`config.mk`:
```
export PLATFORM = sky130hd
export DESIGN_NAME = ntt_stage_ctrl
export DESIGN_NICKNAME = d
export VERILOG_FILES = /design/src/rtl/ntt_stage_ctrl.sv
export SDC_FILE = /design/constraint.sdc
export NUM_CORES = 1
export LEC_CHECK = 0
export CORE_MARGIN = 3
export CORE_UTILIZATION = 50
export CTS_BUF_LIST = sky130_fd_sc_hd__clkbuf_4 sky130_fd_sc_hd__clkbuf_8
export DETAILED_ROUTE_END_ITERATION = 10
export HOLD_SLACK_MARGIN = 0.15
export PLACE_DENSITY = 0.72
export SETUP_SLACK_MARGIN = 0.05
export SLEW_MARGIN = 20
export SYNTH_ARGS = -nofsm -noshare
export SYNTH_HDL_FRONTEND = slang
export SYNTH_SLANG_ARGS = --single-unit
```
`constraint.sdc`:
```
create_clock -name clk -period 2.1 [get_ports clk]
set_clock_uncertainty 0.1 [all_clocks]
set_input_delay 0.42 -clock clk [delete_from_list [all_inputs] [get_ports clk]]
set_output_delay 0.42 -clock clk [all_outputs]
set_load 0.03 [all_outputs]
```
`src/rtl/ntt_stage_ctrl.sv`:
```
// Address/control sequencer for an in-place radix-2 DIF NTT: one butterfly per cycle,
// write-back addresses delayed to match the read-plus-butterfly latency, drain between stages.
module ntt_stage_ctrl #(
    parameter int N_LOG      = 4,
    parameter int PIPE_DELAY = 5
) (
    input  logic             clk,
    input  logic             rst,
    input  logic             start,
    output logic             busy,
    output logic             done,
    output logic             rd_en,
    output logic [N_LOG-1:0] rd_addr_a,
    output logic [N_LOG-1:0] rd_addr_b,
    output logic [N_LOG-2:0] tw_idx,
    output logic             wr_en,
    output logic [N_LOG-1:0] wr_addr_a,
    output logic [N_LOG-1:0] wr_addr_b
);
    localparam int SW = $clog2(N_LOG);
    localparam int CW = $clog2(PIPE_DELAY + 1);
    localparam logic [SW-1:0]    S_LAST     = SW'(N_LOG - 1);
    localparam logic [N_LOG-2:0] J_LAST     = {(N_LOG-1){1'b1}};
    localparam logic [CW-1:0]    DRAIN_LOAD = CW'(PIPE_DELAY);
    localparam logic [CW-1:0]    DRAIN_ONE  = CW'(1);
    localparam logic [N_LOG-1:0] ONE_N      = N_LOG'(1);

    typedef enum logic [1:0] {
        ST_IDLE  = 2'd0,
        ST_ISSUE = 2'd1,
        ST_DRAIN = 2'd2,
        ST_DONE  = 2'd3
    } state_t;

    state_t           r_state, w_state_nxt;
    logic [SW-1:0]    r_stage, w_stage_nxt;
    logic [N_LOG-2:0] r_bfly,  w_bfly_nxt;
    logic [CW-1:0]    r_drain, w_drain_nxt;

    logic [N_LOG-1:0] w_j_ext, w_half, w_mask, w_k, w_hi, w_addr_a, w_addr_b;
    logic [N_LOG-2:0] w_tw;
    logic             w_issue;

    logic             r_dly_en [PIPE_DELAY];
    logic [N_LOG-1:0] r_dly_a  [PIPE_DELAY];
    logic [N_LOG-1:0] r_dly_b  [PIPE_DELAY];

    // State, stage, butterfly and drain counters
    always_ff @(posedge clk or posedge rst) begin
        if (rst) begin
            r_state <= ST_IDLE;
            r_stage <= {SW{1'b0}};
            r_bfly  <= {(N_LOG-1){1'b0}};
            r_drain <= {CW{1'b0}};
        end else begin
            r_state <= w_state_nxt;
            r_stage <= w_stage_nxt;
            r_bfly  <= w_bfly_nxt;
            r_drain <= w_drain_nxt;
        end
    end

    // Next-state logic; counters describe the butterfly presented in the following cycle
    always_comb begin
        w_state_nxt = r_state;
        w_stage_nxt = r_stage;
        w_bfly_nxt  = r_bfly;
        w_drain_nxt = r_drain;
        case (r_state)
            ST_IDLE: begin
                if (start) begin
                    w_state_nxt = ST_ISSUE;
                    w_stage_nxt = {SW{1'b0}};
                    w_bfly_nxt  = {(N_LOG-1){1'b0}};
                end else begin
                    w_state_nxt = ST_IDLE;
                end
            end
            ST_ISSUE: begin
                if (r_bfly == J_LAST) begin
                    w_state_nxt = ST_DRAIN;
                    w_drain_nxt = DRAIN_LOAD;
                end else begin
                    w_bfly_nxt = r_bfly + 1'b1;
                end
            end
            ST_DRAIN: begin
                if (r_drain == DRAIN_ONE) begin
                    w_drain_nxt = {CW{1'b0}};
                    if (r_stage == S_LAST) begin
                        w_state_nxt = ST_DONE;
                    end else begin
                        w_state_nxt = ST_ISSUE;
                        w_stage_nxt = r_stage + 1'b1;
                        w_bfly_nxt  = {(N_LOG-1){1'b0}};
                    end
                end else begin
                    w_drain_nxt = r_drain - 1'b1;
                end
            end
            ST_DONE: begin
                w_state_nxt = ST_IDLE;
            end
            default: begin
                w_state_nxt = ST_IDLE;
            end
        endcase
    end

    // Butterfly addressing: j = g*half + k, so g*2*half is just the high part of j shifted left
    always_comb begin
        w_issue  = (w_state_nxt == ST_ISSUE);
        w_j_ext  = {1'b0, w_bfly_nxt};
        w_half   = ONE_N << (S_LAST - w_stage_nxt);
        w_mask   = w_half - ONE_N;
        w_k      = w_j_ext & w_mask;
        w_hi     = w_j_ext & ~w_mask;
        w_addr_a = {w_hi[N_LOG-2:0], 1'b0} | w_k;
        w_addr_b = w_addr_a | w_half;
        w_tw     = w_k[N_LOG-2:0] << w_stage_nxt;
    end

    // Registered read-side and status outputs
    always_ff @(posedge clk or posedge rst) begin
        if (rst) begin
            busy      <= 1'b0;
            done      <= 1'b0;
            rd_en     <= 1'b0;
            rd_addr_a <= {N_LOG{1'b0}};
            rd_addr_b <= {N_LOG{1'b0}};
            tw_idx    <= {(N_LOG-1){1'b0}};
        end else begin
            busy      <= (w_state_nxt == ST_ISSUE) || (w_state_nxt == ST_DRAIN);
            done      <= (w_state_nxt == ST_DONE);
            rd_en     <= w_issue;
            rd_addr_a <= w_issue ? w_addr_a : {N_LOG{1'b0}};
            rd_addr_b <= w_issue ? w_addr_b : {N_LOG{1'b0}};
            tw_idx    <= w_issue ? w_tw : {(N_LOG-1){1'b0}};
        end
    end

    // Write-back delay line; shifts in every state so in-flight writes finish during drain
    always_ff @(posedge clk or posedge rst) begin
        if (rst) begin
            for (int i = 0; i < PIPE_DELAY; i++) begin
                r_dly_en[i] <= 1'b0;
                r_dly_a[i]  <= {N_LOG{1'b0}};
                r_dly_b[i]  <= {N_LOG{1'b0}};
            end
        end else begin
            r_dly_en[0] <= rd_en;
            r_dly_a[0]  <= rd_addr_a;
            r_dly_b[0]  <= rd_addr_b;
            for (int i = 1; i < PIPE_DELAY; i++) begin
                r_dly_en[i] <= r_dly_en[i-1];
                r_dly_a[i]  <= r_dly_a[i-1];
                r_dly_b[i]  <= r_dly_b[i-1];
            end
        end
    end

    assign wr_en     = r_dly_en[PIPE_DELAY-1];
    assign wr_addr_a = r_dly_a[PIPE_DELAY-1];
    assign wr_addr_b = r_dly_b[PIPE_DELAY-1];

endmodule

```
* Word-level counts from Yosys, hierarchy flattened *
Cells that the tools add are included.

word-level totals
  input bits = 3
  ROM bits = 0
  bits in writable memories = 0
  output and inout port bits = 23
  logic and storage cells = 71
  register bits after elaboration = 69
  bits in latches = 0
  memories kept = 0

operators by class
  bitwise gates (word level) = 5
  $lt $le $gt $ge = 0
  reduce and logical (&&, ||, !) cells = 4
  multipliers = 0
  mux-type cells = 20
  add/subtract/negate cells = 5
  shift-type cells = 2
  div/mod/pow operators = 0
  equality and inequality tests = 10

operators with widths
  cell                 number
  $mux 3               7
  $mux 2               6
  $eq 2x2->1 const B   5
  $pmux 3 s3           1
  $mux 4               2
  $or 4x4->4           2
  $pmux 2 s4           1
  $pmux 3 s2           1
  $and 3x4->4          1
  $eq 2x1->1 const B   2
  $pmux 2 s2           1
  $shl 1x2->4 const A  1
  $sub 4x1->4 const B  1
  $add 3x1->3 const B  1
  $and 3x3->3          1
  $eq 3x1->1 const B   1
  $eq 3x3->1 const B   1
  $not 3->3            1
  $shl 3x2->3          1
  $sub 3x1->3 const B  1
  $add 2x1->2 const B  1
  $logic_not 2->1      1
  $ne 2x2->1 const B   1
  $reduce_and 2->1     1
  4 further kinds      4

* Depth between registers and ports, before layout *
  word-level depth = 12
  mapped depth = 8
  depth with buffers taken out = 8

* Least setup slack after synthesis *
No wires, ideal clock.

  kind = reg-to-reg
  from = reg r_drain[1]
  to = reg tw_idx[2]
  clock period less this slack = 1,888 ps
  cell stages (with the launch flop) = 9
  setup slack = 212 ps
  buffers on the path = 0
  data arrival time = 1,694 ps
  required time = 1,906 ps
  setup time = 94 ps
  cell sequence = dfrtp_1 > inv_1 > ha_1 > nor2b_1 > mux2i_1 > o21ai_0 > ha_1 > inv_1 > a221oi_2

on the way
  elaborated cells between the ends (all ways) = 14
  classes of those cells = add/sub: 2; eq/ne: 2; shift: 2; mux: 7; bitwise: 1

RTL lines
  what                    RTL line  RTL
  start, declared         38        logic [CW-1:0] r_drain, w_drain_nxt;
  start signal, assigned  54        r_drain <= {CW{1'b0}};
  start signal, assigned  59        r_drain <= w_drain_nxt;
  $eq 3x1->1              88        if (r_drain == DRAIN_ONE) begin
  $mux 2                  88
  $pmux 2 s4              69        case (r_state)
  net w_state_nxt[0]      35        state_t r_state, w_state_nxt;
  $eq 2x1->1              112       w_issue = (w_state_nxt == ST_ISSUE);
  net w_issue             42        logic w_issue;
  $mux 3                  138       tw_idx <= w_issue ? w_tw : {(N_LOG-1){1'b0}};
  end signal, assigned    131       tw_idx <= {(N_LOG-1){1'b0}};
  end signal, assigned    138
  end, declared           15        output logic [N_LOG-2:0] tw_idx,

The timed path passes the listed nets, and every way through them passes these cells.
A chain may end at the register's enable or synchronous reset.

* Final worst setup path *
  from = reg r_drain[1]
  to = reg tw_idx[2]

on the way
  longest elaborated chain between the ends = 9
  elaborated cells between the ends (all ways) = 14
  classes of those cells = add/sub: 2; eq/ne: 2; shift: 2; mux: 7; bitwise: 1

ends and longest elaborated chain
  what                RTL line  RTL
  $eq 3x1->1 *        88
  $mux 2 *            88
  $pmux 2 s2 *        69
  net w_stage_nxt[0]  36        logic [SW-1:0] r_stage, w_stage_nxt;
  $sub 2x2->2         114       w_half = ONE_N << (S_LAST - w_stage_nxt);
  $shl 1x2->4         114
  $sub 4x1->4         115       w_mask = w_half - ONE_N;
  $and 3x4->4         116       w_k = w_j_ext & w_mask;
  $shl 3x2->3 *       120       w_tw = w_k[N_LOG-2:0] << w_stage_nxt;
  $mux 3 *            138

Mark *: on every way through the listed nets, which the timed path passes. The rest lies on a longest branch.

==> metrics.md <==
| Metric | Value |
|---|---|
| Run status | completed |
| Weighted congestion reported at the end of routability-driven placement | 0.958 |
| Syn_area_per_cell | 14.5 sq um |
| Category of the worst setup path launch point | flop |
| Total Nets Final | 201 |
| Relative max-transition margin | between 70 and 80% |
| Initial Util | 52.6% |
| Antenna violations before repair | 0 |
| Most numerous cell types in the synthesized netlist | sky130_fd_sc_hd__dfrtp_1, sky130_fd_sc_hd__nand2_1, sky130_fd_sc_hd__a21oi_1, sky130_fd_sc_hd__inv_1, sky130_fd_sc_hd__buf_4 |
| Residual DRC count | 0 |
| Synthesized-area fraction occupied by xor and xnor cells | 0% |
| Proportion of power drawn by combinational gates | 34.9% |
| Clock share of power | a little over a fifth |
| Main combinational cell family by area after synthesis | compound AO/OA/AOI/OAI gates |
| Critical path class | reg -> reg |
| Transition at the pin with the smallest max-transition slack | 0.369 ns |
| Count of final hold-check violations | 0 |
| Library cell with the largest summed area after synthesis | sky130_fd_sc_hd__dfrtp_1 |
| Number of buffers inserted by hold repair at cts | 0 |
| Synthesized-area fraction occupied by ao, oa, aoi and oai cells | 9.27% |
| Required time reported for the critical path endpoint | approximately 2.2 ns |
| Total of max-cap violations | 0 |
| Yosys warning count | 0 |
| Nets in the synthesized netlist | 168 |
| Sinks on Clock Net | 69 |
| Count of pins on the block boundary | 26 |
| Pin count of the biggest net entering global routing | 57 |
| Leakage component of the power | between 1 and 1.5 nW |
| Proportion of power drawn by flip-flops and latches | 43.1% |
| Fraction of synthesized cell area taken by the top area cell type | 74.4% |
| Residual overflow from global routing | 0 |
| Cell variety after synth | 38 |
| Largest buffer count on any clock path | 2 |
| H-Tree Level Count | 3 |
| Cell total after placement | 233 |
| Share of post-route cells with drive strength above 1 | 20.2% |
| Number of standard cells in the layout, taps in and fillers out | 250 |
| Dominant register cell in the synthesized netlist | sky130_fd_sc_hd__dfrtp_1 |
| Setup repair after global routing missed its margin | yes |
| Syn Std Cell Area | between 0.002 and 0.0025 sq mm |
| Clock tree from TritonCTS | built |
| Chip Width | roughly 74 um |
| Count of endpoints failing setup in the final report | 0 |
| Core ar. | between 0.004 and 0.005 sq mm |
| Antenna viol nets, final | 0 |
| Endpoint kind of the worst setup timing path | flop |
| P_sw | 0.00165 W |
| Wire length after detailed routing | 3.74 mm |
| Number of global-route vias before repair | 1350 |
| Worst min-delay path category | reg -> reg |
| # rows | 24 |
| Sequential share of the synthesized area | 74.4% |
| Number of iterations in the first detailed-routing pass | 4 |
| Arrival time at the worst endpoint | 2.13 ns |
| Number of instances in the synthesized netlist | 160 |
| Placed wire-length estimate after detailed placement | 2.46 mm |
| Average detailed-routed wire length per instance | 15.0 um |
| Full die area | 0.00550 sq mm |
| Clock period minus final worst setup slack | between 2 and 2.5 ns |
| Maximum clock frequency | between 400 and 500 MHz |
| Layout overhead on the synthesized area | 23.0% |
| Post-synth EDFFs | 0 |
| DRC violation total after the first TritonRoute iteration | 103 |
| Cts bufs inserted | 9 |
| Yosys reg bits | 69 |
| Per-cell via count in the routed design | 5.28 |
| Share of flip-flops with an asynchronous set or reset | 100% |
| CTS root buf | sky130_fd_sc_hd__clkbuf_8 |
| Switching Share | 34.6% |
| Clock transition at path regs | approximately 0.070 ns |
| Pwr per Cell Area | 1670 mW/mm^2 |
| Max Fanout on Critical Path | 7 |
| Global-route wire length before repair | 6.32 mm |
| Diode insertion count for antenna repair | 0 |
| Share of the clock period used by the worst path | 95.3% |
| Clock latency on the worst-skew pair | 0.33 ns |
| Most frequent cell after synthesis | sky130_fd_sc_hd__dfrtp_1 |
| Height of the die | 74.1 um |
| Final Power | 0.00478 W |
| DR vias | 1320 |
| Fill cell instance count of the final layout | 317 |
| Global routing usage summed across all routing layers | 15.9% |
| Mux share of post-synthesis cell area | 0.431% |
| Max Slew Vio Count | 0 |
| Maximum resistive drop on vdd | approximately 1 mV |
| Internal power | 0.00313 W |
| Total of buffers placed on input and output ports | 25 |
| Synthesized-area fraction occupied by and/or/nand/nor cells | 8.09% |
| Area contributors post-synth | sky130_fd_sc_hd__dfrtp_1, sky130_fd_sc_hd__ha_1, sky130_fd_sc_hd__buf_4 |
| Synthesized-area fraction occupied by adder cells | 2.70% |
==> cell families after synthesis <==
kind of cell,Yosys count
buf+inv,21
simple gates,35
compound gates,29
mux,1
flops,69
fa+ha+maj,5
==> sequential cells by signal (all words and copies together) (netlist names) <==
signal / flops
rd_addr_a: 4
r_drain: 3
r_state: 2
r_dly_a: 16
rd_addr_b: 4
wr_addr_a: 4
wr_addr_b: 4
r_bfly: 3
r_stage: 2
r_dly_b: 16
rd_en: 1
r_dly_en: 4
busy: 1
wr_en: 1
done: 1
tw_idx: 3
==> path summary, 6_finish.rpt <==
kind,endpoint,startpoint,slack [ns],cells past startpoint
max,tw_idx[2],r_drain[1],0.1,8
min,r_dly_b[15],r_dly_b[19],0.25,0
max reg2reg,tw_idx[2],r_drain[1],0.1,8
min reg2reg,r_dly_b[15],r_dly_b[19],0.25,0
max in group asynchronous,wr_addr_a[2],rst,1.04,3
min in group asynchronous,rd_en,rst,0.31,2
==> final cells by class <==
class | count | area, sq um | share of cell area [%]
Tap cell | 52 | 65.1 | 2.28
Multi-Input combinational cell | 70 | 497 | 17.4
Timing Repair Buffer | 32 | 315 | 11.0
Clock inverter | 4 | 47.5 | 1.67
Inverter | 11 | 47.5 | 1.67
Sequential cell | 69 | 1730 | 60.6
Clock buffer | 12 | 153 | 5.35
==> layout by cell type (no fill, tap or decap), types with 2 or more instances in the layout <==
cell type / count
sky130_fd_sc_hd__a21oi_2: 2
sky130_fd_sc_hd__clkinv_2: 2
sky130_fd_sc_hd__dfrtp_2: 2
sky130_fd_sc_hd__a21oi_1: 8
sky130_fd_sc_hd__nor2_1: 6
sky130_fd_sc_hd__nand2_1: 12
sky130_fd_sc_hd__o21a_1: 2
sky130_fd_sc_hd__clkinvlp_4: 2
sky130_fd_sc_hd__nor3b_1: 2
sky130_fd_sc_hd__ha_1: 4
sky130_fd_sc_hd__clkbuf_4: 2
sky130_fd_sc_hd__dfrtp_1: 67
sky130_fd_sc_hd__nand3_1: 3
sky130_fd_sc_hd__inv_1: 8
sky130_fd_sc_hd__o21ai_0: 4
sky130_fd_sc_hd__clkbuf_8: 10
sky130_fd_sc_hd__clkdlybuf4s50_1: 25
sky130_fd_sc_hd__o211ai_1: 2
sky130_fd_sc_hd__buf_4: 6
==> through the flow <==
stage	area, sq um	utilization [%]	hold WS [ns]	TNS [ns]	setup WS, ns
2_1_floorplan	2320	-	0.231	0	0.212
3_3_place_gp	2620	59.4	0.232	0	0.0418
3_5_place_dp	2620	59.4	0.235	-0.137	-0.0759
4_1_cts	2830	64.0	0.251	0	0.0686
5_1_grt	2850	64.7	0.255	0	0.0399
6_report	2850	64.7	0.247	0	0.0981
==> power by group through the flow <==
stage                     Clock (W)  Sequential (W)  Combinational, W
after CTS                   0.00108         0.00206           0.00164
after detailed placement          0         0.00208           0.00163
after floorplan                   0         0.00222          0.000886
after global placement            0         0.00206           0.00157
after global routing        0.00115         0.00212           0.00181
final                       0.00105         0.00206           0.00167
==> worst max-delay path, cell delays in order, from the launching register on <==
cell	delay [ns]
sky130_fd_sc_hd__dfrtp_1	0.39
sky130_fd_sc_hd__inv_1	0.09
sky130_fd_sc_hd__ha_1	0.20
sky130_fd_sc_hd__nor2b_4	0.19
sky130_fd_sc_hd__a21oi_1	0.08
sky130_fd_sc_hd__or3_4	0.44
sky130_fd_sc_hd__inv_4	0.10
sky130_fd_sc_hd__nand2_1	0.07
sky130_fd_sc_hd__a221oi_2	0.24
==> timing repair <==
action                     CTS  global route
gates resized for setup      3             7
setup buffers                0             1
pin swaps                    0             3
setup endpoints to repair    9             8
==> layer usage <==
metal / vias up / global-route usage [%] / wire length (um)
met1: 671 / 20.2 / 1550
met5: - / 0 / 0
met3: 9 / 6.49 / 235
met4: 0 / 7.85 / 74
met2: 50 / 23.8 / 1870
li1: 590 / - / -
Note: power is estimated with default switching activity, not from simulation.
